==> config.mk <==
export PLATFORM = sky130hd
export DESIGN_NAME = v_mem_wport_arb
export DESIGN_NICKNAME = d
export VERILOG_FILES = /design/src/rtl/v_mem_wport_arb.sv
export SDC_FILE = /design/constraint.sdc
export NUM_CORES = 1
export LEC_CHECK = 0
export CAP_MARGIN = 40
export CORE_MARGIN = 2
export CORE_UTILIZATION = 45
export CTS_CLUSTER_SIZE = 40
export DETAILED_ROUTE_END_ITERATION = 8
export PLACE_DENSITY_LB_ADDON = 0.1
export RECOVER_POWER = 25
export SYNTH_ARGS = -nofsm -noshare
export SYNTH_HDL_FRONTEND = slang
export SYNTH_SLANG_ARGS = --single-unit
export TNS_END_PERCENT = 30
==> constraint.sdc <==
create_clock -name clk -period 7.9 [get_ports clk]
set_clock_uncertainty 0.05 [all_clocks]
set_input_delay 1.975 -clock clk [delete_from_list [all_inputs] [get_ports clk]]
set_output_delay 1.975 -clock clk [all_outputs]
set_load 0.01 [all_outputs]
==> src/rtl/v_mem_wport_arb.sv <==
// Write-port arbiter: init-engine writes take priority, functional writes are queued and drained when init is idle.
// Optional stall counter enabled by defining V_MEM_WPORT_ARB_STALL_CNT_EN.
module v_mem_wport_arb #(
    parameter int N     = 64,
    parameter int W     = 32,
    parameter int DEPTH = 2
) (
    input  logic                  clk,
    input  logic                  rst,
    input  logic                  i_init_wen_r,
    input  logic [$clog2(N)-1:0]  i_init_waddr_r,
    input  logic [W-1:0]          i_init_wdata_r,
    input  logic                  i_init_busy_r,
    input  logic                  i_wr_vld,
    input  logic [$clog2(N)-1:0]  i_wr_addr,
    input  logic [W-1:0]          i_wr_data,
    output logic                  o_wr_rdy,
    output logic                  o_mem_wen_r,
    output logic [$clog2(N)-1:0]  o_mem_waddr_r,
    output logic [W-1:0]          o_mem_wdata_r,
    output logic                  o_busy_r,
    output logic [15:0]           o_stall_cnt_r
);

    localparam int AW = $clog2(N);
    localparam int PW = $clog2(DEPTH);
    localparam int CW = PW + 1;
    localparam logic [CW-1:0] FULL_CNT = CW'(DEPTH);

    typedef enum logic [1:0] {
        GNT_IDLE  = 2'd0,
        GNT_INIT  = 2'd1,
        GNT_DRAIN = 2'd2
    } gnt_t;

    logic [AW-1:0] r_q_addr [DEPTH];
    logic [W-1:0]  r_q_data [DEPTH];
    logic [PW-1:0] r_wr_ptr;
    logic [PW-1:0] r_rd_ptr;
    logic [CW-1:0] r_count;

    gnt_t          w_gnt;
    logic          w_full;
    logic          w_empty;
    logic          w_enq;
    logic          w_deq;
    logic [CW-1:0] w_count_next;
    logic          w_mem_wen_next;
    logic [AW-1:0] w_mem_waddr_next;
    logic [W-1:0]  w_mem_wdata_next;

    assign w_full   = (r_count == FULL_CNT);
    assign w_empty  = (r_count == {CW{1'b0}});
    // Ready depends only on the registered count, never on a same-cycle dequeue.
    assign o_wr_rdy = ~rst & ~w_full;
    assign w_enq    = i_wr_vld & o_wr_rdy;
    assign w_deq    = (w_gnt == GNT_DRAIN);
    assign w_count_next = r_count + CW'(w_enq) - CW'(w_deq);

    // Grant selection: init first, queue only while the init engine is fully idle.
    always_comb begin
        w_gnt = GNT_IDLE;
        if (i_init_wen_r) begin
            w_gnt = GNT_INIT;
        end else if (!i_init_busy_r && !w_empty) begin
            w_gnt = GNT_DRAIN;
        end else begin
            w_gnt = GNT_IDLE;
        end
    end

    // Next values for the memory write port; address/data hold when idle.
    always_comb begin
        w_mem_wen_next   = 1'b0;
        w_mem_waddr_next = o_mem_waddr_r;
        w_mem_wdata_next = o_mem_wdata_r;
        case (w_gnt)
            GNT_INIT: begin
                w_mem_wen_next   = 1'b1;
                w_mem_waddr_next = i_init_waddr_r;
                w_mem_wdata_next = i_init_wdata_r;
            end
            GNT_DRAIN: begin
                w_mem_wen_next   = 1'b1;
                w_mem_waddr_next = r_q_addr[r_rd_ptr];
                w_mem_wdata_next = r_q_data[r_rd_ptr];
            end
            default: begin
                w_mem_wen_next   = 1'b0;
                w_mem_waddr_next = o_mem_waddr_r;
                w_mem_wdata_next = o_mem_wdata_r;
            end
        endcase
    end

    // Queue storage; enqueue is already blocked during reset via o_wr_rdy.
    always_ff @(posedge clk) begin
        if (w_enq) begin
            r_q_addr[r_wr_ptr] <= i_wr_addr;
            r_q_data[r_wr_ptr] <= i_wr_data;
        end
    end

    // Queue control and registered write-port outputs.
    always_ff @(posedge clk) begin
        if (rst) begin
            r_wr_ptr      <= {PW{1'b0}};
            r_rd_ptr      <= {PW{1'b0}};
            r_count       <= {CW{1'b0}};
            o_mem_wen_r   <= 1'b0;
            o_mem_waddr_r <= {AW{1'b0}};
            o_mem_wdata_r <= {W{1'b0}};
            o_busy_r      <= 1'b0;
        end else begin
            if (w_enq) begin
                r_wr_ptr <= r_wr_ptr + PW'(1'b1);
            end
            if (w_deq) begin
                r_rd_ptr <= r_rd_ptr + PW'(1'b1);
            end
            r_count       <= w_count_next;
            o_mem_wen_r   <= w_mem_wen_next;
            o_mem_waddr_r <= w_mem_waddr_next;
            o_mem_wdata_r <= w_mem_wdata_next;
            o_busy_r      <= i_init_busy_r | (w_count_next != {CW{1'b0}});
        end
    end

`ifdef V_MEM_WPORT_ARB_STALL_CNT_EN
    logic [15:0] r_stall_cnt;

    // Saturating count of cycles where a functional write is refused.
    always_ff @(posedge clk) begin
        if (rst) begin
            r_stall_cnt <= 16'h0000;
        end else if (i_wr_vld && !o_wr_rdy && (r_stall_cnt != 16'hFFFF)) begin
            r_stall_cnt <= r_stall_cnt + 16'h0001;
        end
    end

    assign o_stall_cnt_r = r_stall_cnt;
`else
    assign o_stall_cnt_r = 16'h0000;
`endif

endmodule
==> run metrics, run 1 <==
drt total wl 9890 µm; status finished clean; Slew HR 56.7%; area leader, netlist edfxtp_1; count of input and output buffers 121; setup repair bufs after CTS 0; FF+latch count, synth 121; CTS Sinks 121; Final #Nets 510; GRT Overall Usage 19.3%; max_cap viols 0; Placed Area 5860 µm²; P_leak 2.23 nW; r2r setup slk roughly 5.7 ns; CP max-delay cell clkdlybuf4s50_1; Area Overhead vs Synth 42.5%; total gr overflow 0; CP max stage delay ~0.66 ns; fin crit period 5.54 ns; final instance area ~6500 µm²; CTS tree yes; PwrDens 269 nW/µm²; core box area 9770 µm²; largest net degree at the start of global routing 39; Hold Crit Class flip-flop to flip-flop; Crit Path Category primary input to primary output; Post-Synthesis Cells 302; Worst VDD drop 0.136 mV; Final setup viols 0; hold_ws roughly 0.44 ns; routed wire length per instance between 15 and 20 µm; synthesized area per cell between 15 and 20 µm²; via/cell ratio 5.19; crit path cell chain clkdlybuf4s50_1, nor2_1, clkdlybuf4s50_1; Slew @ Worst Pin 0.648 ns; CP Max Fanout 11; clock buffer depth 2; via count 2975; most frequent cells in the layout 90 x clkdlybuf4s50_1, 76 x edfxtp_1, 44 x dfxtp_1; register area share after synthesis 70.0%; H-tree levels 4; Mapped Area between 4000 and 5000 µm²; # IOs 138; hold wc startpoint o_mem_wdata_r[7]$_SDFFE_PP0P_; Die Wd 105 µm; CP endpoint kind primary output; layout filler cell count 763; DIE AREA 10900 µm²; setup TNS 0 ns; Clock Tree Root clkbuf_8; drt drc 0; initial DRC count around 110; reg2reg start r_count[1]$_SDFF_PP0_; post-cts resize count 0; WHS Path Cells 2; vias in the first global route 3117; Final period util between 70% and 80%; Critical R2R Capture o_busy_r$_SDFF_PP0_; initial antenna violation count 0; Skew-Pair Late Insertion Delay 0.51 ns; fmax roughly 180 MHz; worst-case reg-to-reg path depth 8; CP arrival roughly 3.5 ns; hold_buf cts 0; share of layout cells above drive strength 1 10.5%; final-report max-slew violation count 0; kind of start point of the critical path primary input; Synth Warn # 0; die height 105 µm; RSZ-0062 raised after global routing no; Worst EP required 5.88 ns; commonest non-fill, non-tap cell in the layout clkdlybuf4s50_1; starting density of the core around 47%; share of the synthesized area in the top cell type 50.2%; Antenna Nets Post-Route 0; gpl congestion between 0.6 and 0.7; Post-DP HPWL between 6000 and 7000 µm; largest cells by area after synthesis edfxtp_1 50%, dfxtp_1 20%, mux2i_1 8.4%; diodes inserted 0; Top cell by count, worst path clkdlybuf4s50_1; wire length of the first global-routing pass 16000 µm; TritonCTS Buffers 17; final hold violation count 0; row count 36; clock-pin slew on the worst setup and hold paths 0.05 ns; hold endpoint o_mem_wdata_r[7]$_SDFFE_PP0P_; Netlist cell types 28; drt pass-1 iters 6
report_power, final:
group / leakage [nW] / internal [W] / switching, W
sequential: 1.07 / 0.000720 / 0.0000222
combinational: 0.868 / 0.000108 / 0.0000967
clock: 0.294 / 0.000522 / 0.000278
through the flow:
stage	total power [W]	setup WS [ns]	cells	utilization, %
after floorplan	0.000855	1.44	317	-
after global routing	0.00182	2.27	573	66.3
after CTS	0.00177	2.35	573	66.3
after global placement	0.000948	2.40	537	58.9
final	0.00175	2.36	573	66.3
after detailed placement	0.000965	2.37	541	60.0
area by class of cell:
| cell class | count | area, µm² | area share, % |
|---|---|---|---|
| inverters | 4 | 15.0 | 0.232 |
| clock inverters | 14 | 195 | 3.01 |
| multi-input cells | 155 | 1160 | 17.9 |
| repair buffers | 128 | 1340 | 20.6 |
| flip-flops and latches | 121 | 3180 | 49.1 |
| well taps | 133 | 166 | 2.57 |
| clock buffers | 18 | 428 | 6.60 |
worst max path at each step:
stage	from	to	slack [ns]	cells past startpoint
finish	rst	o_wr_rdy	2.36	3
global route	rst	o_wr_rdy	2.27	3
CTS	rst	o_wr_rdy	2.35	3
detailed placement	rst	o_wr_rdy	2.37	3
global placement	rst	o_wr_rdy	2.40	3
floorplan	rst	r_q_addr[0][0]$_DFFE_PP_	1.44	2
cells in the mapped netlist:
master	n
a21oi_1	4
a32oi_1	38
and3_1	1
buf_2	10
buf_4	20
buf_6	6
clkbuf_2	1
conb_1	1
dfxtp_1	45
edfxtp_1	76
ha_1	2
inv_1	4
mux2i_1	38
nand2_1	1
nand2b_1	1
nand2b_4	1
nor2_1	4
nor2_2	1
nor2b_1	2
nor2b_2	1
nor4_1	1
o211ai_1	1
o21ai_0	19
o21ai_1	20
o21bai_2	1
or3_1	1
xnor2_1	1
xor2_1	1
critical path, delay by kind of cell:
kind | cells | cell delay, ns
buf+inv | 2 | 1.25
simple gates | 1 | 0.28
kinds of logic after synthesis:
kind of cell             Yosys count  synth area share, %
AO/OA/AOI/OAI                     83                 12.5
XOR/XNOR                           2                0.385
adder cells (fa/ha/maj)            2                0.550
buffers and inverters             41                 6.33
flip-flops                       121                 70.0
multiplexers                      38                 8.36
other                              1               0.0824
AND/OR/NAND/NOR                   14                 1.87
layer usage:
metal / global-route usage [%] / share of wire (%)
met5: 0 / 0
met4: 9.56 / 2.4
met3: 5.86 / 6.7
met2: 31.3 / 49
met1: 23.5 / 42
state kept, by name, indices dropped and copies added, names as in the netlist, named ones only:
name,cells
r_count,2
r_rd_ptr,1
o_busy_r,1
o_mem_wdata_r,32
o_mem_wen_r,1
o_mem_waddr_r,6
r_q_addr,12
r_wr_ptr,1
r_q_data,64
No activity file was read; power rests on OpenSTA's default activity.
==> run 2, diff against run 1 <==
Settings changed: CORE_UTILIZATION 45 to 42.
Clock period 7.9 ns to 4.85 ns, I/O delays scaled along.
==> run metrics, run 2 (same netlist as run 1, synthesis figures left out) <==
CTS Sinks 121 (unchanged); worst-case reg-to-reg path depth 9 (was 8); biggest regs r_q_data: 64 flops, o_mem_wdata_r: 32 flops, r_q_addr: 12 flops (unchanged); gpl congestion 0.683 (was 0.696); layout filler cell count 836 (was 763); die height 108 µm (was 105 µm); hold_ws 0.439 ns (was 0.437 ns); clock-pin slew on the worst setup and hold paths 0.06 ns (was 0.05 ns); Die Wd 108 µm (was 105 µm); final hold violation count 0 (unchanged); PwrDens 422 nW/µm² (was 269 nW/µm²); Hold Crit Class flip-flop to flip-flop (unchanged); wire length of the first global-routing pass 14600 µm (was 16000 µm); Antenna Nets Post-Route 0 (unchanged); Final period util approximately 80%; initial antenna violation count 1 (was 0); final-report max-slew violation count 0 (unchanged); via count 2950 (was 2975); setup TNS 0 ns (unchanged); Post-DP HPWL 6180 µm (was 6390 µm); row count 37 (was 36); TritonCTS Buffers 17 (unchanged); Most flops, register r_q_data (unchanged); Skew-Pair Late Insertion Delay 0.49 ns (was 0.51 ns); Slew HR 54.8% (was 56.7%); Multi-input gate area 1170 µm² (was 1160 µm²); GRT Overall Usage 16.9% (was 19.3%); Clock Tree Root clkbuf_8 (unchanged); largest net degree at the start of global routing 39 (unchanged); Worst EP required 3.59 ns (was 5.88 ns); vias in the first global route 2992 (was 3117); most frequent cells in the layout 91 x clkdlybuf4s50_1, 76 x edfxtp_1, 44 x dfxtp_1 (was 90 x clkdlybuf4s50_1, 76 x edfxtp_1, 44 x dfxtp_1); total gr overflow 0 (unchanged); CP max-delay cell clkdlybuf4s50_1 (unchanged); CP Max Fanout 11 (unchanged); max_cap viols 0 (unchanged); via/cell ratio 5.10 (was 5.19); Crit path depth 4 (was 3); P_leak 2.20 nW (was 2.23 nW); status finished clean (unchanged); Top cell by count, worst path clkdlybuf4s50_1 (unchanged); Slew @ Worst Pin 0.678 ns (was 0.648 ns); Worst VDD drop 0.218 mV (was 0.136 mV); routed wire length per instance 16.3 µm (was 17.3 µm); CP max stage delay 0.59 ns (was 0.66 ns); Final #Nets 511 (was 510); drt pass-1 iters 5 (was 6); clock buffer depth 2 (unchanged); count of input and output buffers 121 (unchanged); kind of start point of the critical path primary input (unchanged); fin crit period 3.83 ns; setup repair bufs after CTS 0 (unchanged); setup ws final 1.02 ns (was 2.36 ns); fmax between 200 and 300 MHz; hold_buf cts 0 (unchanged); drt total wl 9390 µm (was 9890 µm); max reg flops 64 (unchanged); CTS tree yes (unchanged); drt drc 0 (unchanged); CP bufs+invs 3 (was 2); RSZ-0062 raised after global routing no (unchanged); core box area 10400 µm² (was 9770 µm²); crit path cell chain clkdlybuf4s50_1, buf_4, nor2_1, clkdlybuf4s50_1 (was clkdlybuf4s50_1, nor2_1, clkdlybuf4s50_1); # IOs 138 (unchanged); Place WS 1.02 ns (was 2.37 ns); DIE AREA 11700 µm² (was 10900 µm²); CP arrival 2.57 ns (was 3.51 ns); WHS Path Cells 2 (unchanged); Final setup viols 0 (unchanged); share of layout cells above drive strength 1 10.2% (was 10.5%); Crit Path Category primary input to primary output (unchanged); Area Overhead vs Synth 41.3% (was 42.5%); post-cts resize count 0 (unchanged); starting density of the core 43.7% (was 46.5%); CP top delay family buffers and inverters (unchanged); commonest non-fill, non-tap cell in the layout clkdlybuf4s50_1 (unchanged); Seq. cell area 3180 µm² (unchanged); CP endpoint kind primary output (unchanged); H-tree levels 4 (unchanged); initial DRC count 156 (was 105)
[run 2: cell count changes in the layout (fill, tap and decap cells not counted)]
cell / previous run / this run
dlygate4sd3_1: 31 / 30
clkinv_1: 0 / 2
clkdlybuf4s50_1: 90 / 91
diode_2: 0 / 1
buf_16: 3 / 2
clkbuf_8: 2 / 1
buf_4: 3 / 5
nor4_4: 0 / 1
nor4_2: 1 / 0
clkinv_4: 1 / 2
bufinv_16: 4 / 2
[run 2: report_power, final]
part | switching, W | total (W) | internal (W)
logic | 0.000153 | 0.000327 | 0.000174
clock network | 0.000446 | 0.00118 | 0.000730
registers | 0.0000379 | 0.00121 | 0.00117
total | 0.000637 | 0.00271 | 0.00208
[run 2: cell type report]
type	instances	area share, %
antenna	1	0.0389
clock buffer	17	6.44
clock inverter	15	2.35
inverter	4	0.234
multi-input combinational	155	18.2
sequential	121	49.5
tap	136	2.65
timing repair buffer	129	20.6
[run 2: metrics by stage]
stage	area [µm²]	cells	util (%)	power, W
2_1_floorplan	4610	317	-	0.00139
3_3_place_gp	5790	542	55.6	0.00155
3_5_place_dp	5860	545	56.3	0.00157
4_1_cts	6430	577	61.7	0.00275
5_1_grt	6430	578	61.7	0.00282
6_report	6430	578	61.7	0.00271
[run 2: routing by layer]
layer | track usage (%) | vias to the layer above | part of all wire (%)
li1 | - | 1411 | -
met1 | 20.4 | 1408 | 42
met2 | 28.3 | 121 | 50
met3 | 5.00 | 10 | 6.5
met4 | 6.68 | 0 | 0.99
met5 | 0 | - | 0
[run 2: final timing paths]
check,start,end,slack (ns)
max,rst,o_wr_rdy,1.02
min,o_mem_wdata_r[9]$_SDFFE_PP0P_,o_mem_wdata_r[9]$_SDFFE_PP0P_,0.44
max reg2reg,r_count[1]$_SDFF_PP0_,o_busy_r$_SDFF_PP0_,2.74
min reg2reg,o_mem_wdata_r[9]$_SDFFE_PP0P_,o_mem_wdata_r[9]$_SDFFE_PP0P_,0.44
[run 2: worst reg2reg max path, delay by kind of cell, from the launching register on]
family,cells,cell delay [ns]
xor gates and xnor gates,2,0.34
AOI/OAI and AO/OA,2,0.45
DFF,1,0.35
adders and majority gates,2,0.45
and+or+nand+nor,1,0.07
buffers and inverters,2,0.29
==> run 3, diff against run 2 <==
Clock period 4.85 ns to 3.4 ns, I/O delays scaled along.
==> run metrics, run 3 (same netlist as run 1, synthesis figures left out) <==
vias in the first global route 2960 (was 2992); hold_buf cts 0 (unchanged); drt pass-1 iters 4 (was 5); Inst Count DP 546 (was 545); # IOs 138 (unchanged); post-route insts no fill 578 (unchanged); total gr overflow 0 (unchanged); gpl congestion 0.716 (was 0.683); largest net degree at the start of global routing 39 (unchanged); worst-case reg-to-reg path depth 9 (unchanged); DIE AREA 11700 µm² (unchanged); kind of start point of the critical path primary input (unchanged); CP startpoint rst (unchanged); Multi-input gate area 1170 µm² (unchanged); Slew HR 66.0% (was 54.8%); Area Overhead vs Synth 40.6% (was 41.3%); Die Wd 108 µm (unchanged); initial DRC count 140 (was 156); most frequent cells in the layout 90 x clkdlybuf4s50_1, 76 x edfxtp_1, 44 x dfxtp_1 (was 91 x clkdlybuf4s50_1, 76 x edfxtp_1, 44 x dfxtp_1); fin crit period 2.96 ns; Post-DP HPWL 6090 µm (was 6180 µm); final-report max-slew violation count 0 (unchanged); H-tree levels 4 (unchanged); Crit Path Category primary input to primary output (unchanged); clock buffer depth 2 (unchanged); max reg flops 64 (unchanged); core box area 10400 µm² (unchanged); internal power 0.00295 W (was 0.00208 W); Clk network pwr share 43.5% (was 43.3%); Hold Crit Class flip-flop to flip-flop (unchanged); initial antenna violation count 0 (was 1); CTS tree yes (unchanged); CTS Sinks 121 (unchanged); Skew-Pair Late Insertion Delay 0.49 ns (about the same); Comb power frac 11.9% (was 12.0%); TritonCTS Buffers 17 (unchanged); Clock Tree Root clkbuf_8 (unchanged); via count 2920 (was 2950); PwrDens 604 nW/µm² (was 422 nW/µm²); Sequential Power Share 44.6% (about the same); status finished clean (unchanged); Final #Nets 512 (was 511); layout filler cell count 834 (was 836); final hold violation count 0 (unchanged); reg2reg start r_count[1]$_SDFF_PP0_ (unchanged); Worst EP required 2.50 ns (was 3.59 ns); GRT Overall Usage 16.7% (was 16.9%); CP arrival 2.06 ns (was 2.57 ns); Seq. cell area 3180 µm² (unchanged); setup repair bufs after CTS 0 (unchanged); die height 108 µm (unchanged); routed wire length per instance 16.2 µm (was 16.3 µm); Most flops, register r_q_data (unchanged); RSZ-0062 raised after global routing no (unchanged); clock-pin slew on the worst setup and hold paths 0.05 ns (was 0.06 ns); P_leak 2.18 nW (was 2.20 nW); hold wc startpoint o_mem_wdata_r[8]$_SDFFE_PP0P_ (was o_mem_wdata_r[9]$_SDFFE_PP0P_); row count 37 (unchanged); Worst VDD drop 0.289 mV (was 0.218 mV); share of layout cells above drive strength 1 10.2% (about the same); drt drc 0 (unchanged); biggest regs r_q_data: 64 flops, o_mem_wdata_r: 32 flops, r_q_addr: 12 flops (unchanged); diodes inserted 0 (was 1); starting density of the core 43.7% (unchanged); hold endpoint o_mem_wdata_r[8]$_SDFFE_PP0P_ (was o_mem_wdata_r[9]$_SDFFE_PP0P_); drt total wl 9360 µm (was 9390 µm); CP endpoint kind primary output (unchanged); Antenna Nets Post-Route 0 (unchanged); post-cts resize count 0 (unchanged); max_cap viols 0 (unchanged); via/cell ratio 5.05 (was 5.10); Critical R2R Capture o_busy_r$_SDFF_PP0_ (unchanged); wire length of the first global-routing pass 14800 µm (was 14600 µm); WHS Path Cells 2 (unchanged); Net Sw Power 0.000910 W (was 0.000637 W); commonest non-fill, non-tap cell in the layout clkdlybuf4s50_1 (unchanged); CP Max Fanout 3 (was 11); count of input and output buffers 121 (unchanged); Final period util 87.1%; fmax 338 MHz; Slew @ Worst Pin 0.509 ns (was 0.678 ns); Net Sw Frac 23.6% (was 23.5%); r2r setup slk 1.43 ns (was 2.74 ns); Final setup viols 0 (unchanged); setup TNS 0 ns (unchanged)
==> run 3: worst max-delay path by stage <==
stage	slack [ns]	end
2_1_floorplan	0.57	r_q_addr[0][0]$_DFFE_PP_
5_1_grt	0.38	o_wr_rdy
4_1_cts	0.44	o_wr_rdy
6_report	0.44	o_wr_rdy
3_5_place_dp	0.45	o_wr_rdy
3_3_place_gp	0.44	o_wr_rdy
==> run 3: final cells by class <==
class	count	share of cell area (%)
multi-input combinational	155	18.3
sequential	121	49.8
inverter	4	0.235
tap	136	2.66
clock inverter	15	2.37
clock buffer	17	6.48
timing repair buffer	130	20.2
==> run 3: metrics by stage <==
stage | total power [W] | worst slack [ns] | util (%) | area, µm² | hold slack, ns
floorplan | 0.00199 | 0.569 | - | 4620 | 0.430
global placement | 0.00222 | 0.444 | 56.0 | 5830 | 0.420
detailed placement | 0.00223 | 0.450 | 56.0 | 5830 | 0.429
CTS | 0.00391 | 0.439 | 61.4 | 6390 | 0.442
global route | 0.00402 | 0.379 | 61.4 | 6390 | 0.461
finish | 0.00386 | 0.440 | 61.4 | 6390 | 0.437
==> run 3: power by group through the flow <==
stage	sequential [W]	clock, W	combinational [W]
4_1_cts	0.00172	0.00172	0.000474
2_1_floorplan	0.00176	0	0.000225
5_1_grt	0.00173	0.00178	0.000502
3_5_place_dp	0.00175	0	0.000472
6_report	0.00172	0.00168	0.000459
3_3_place_gp	0.00175	0	0.000464
==> run 3: routing by layer <==
layer | GRT usage (%) | up-vias | part of all wire (%)
li1 | - | 1404 | -
met1 | 20.8 | 1414 | 44
met2 | 27.5 | 96 | 48
met3 | 5.36 | 6 | 6.7
met4 | 6.04 | 0 | 0.81
met5 | 0 | - | 0
==> run 3: worst max-delay path, cell delays in order <==
cell,delay (ns)
clkdlybuf4s50_1,0.43
nor2_1,0.18
clkdlybuf4s50_1,0.60
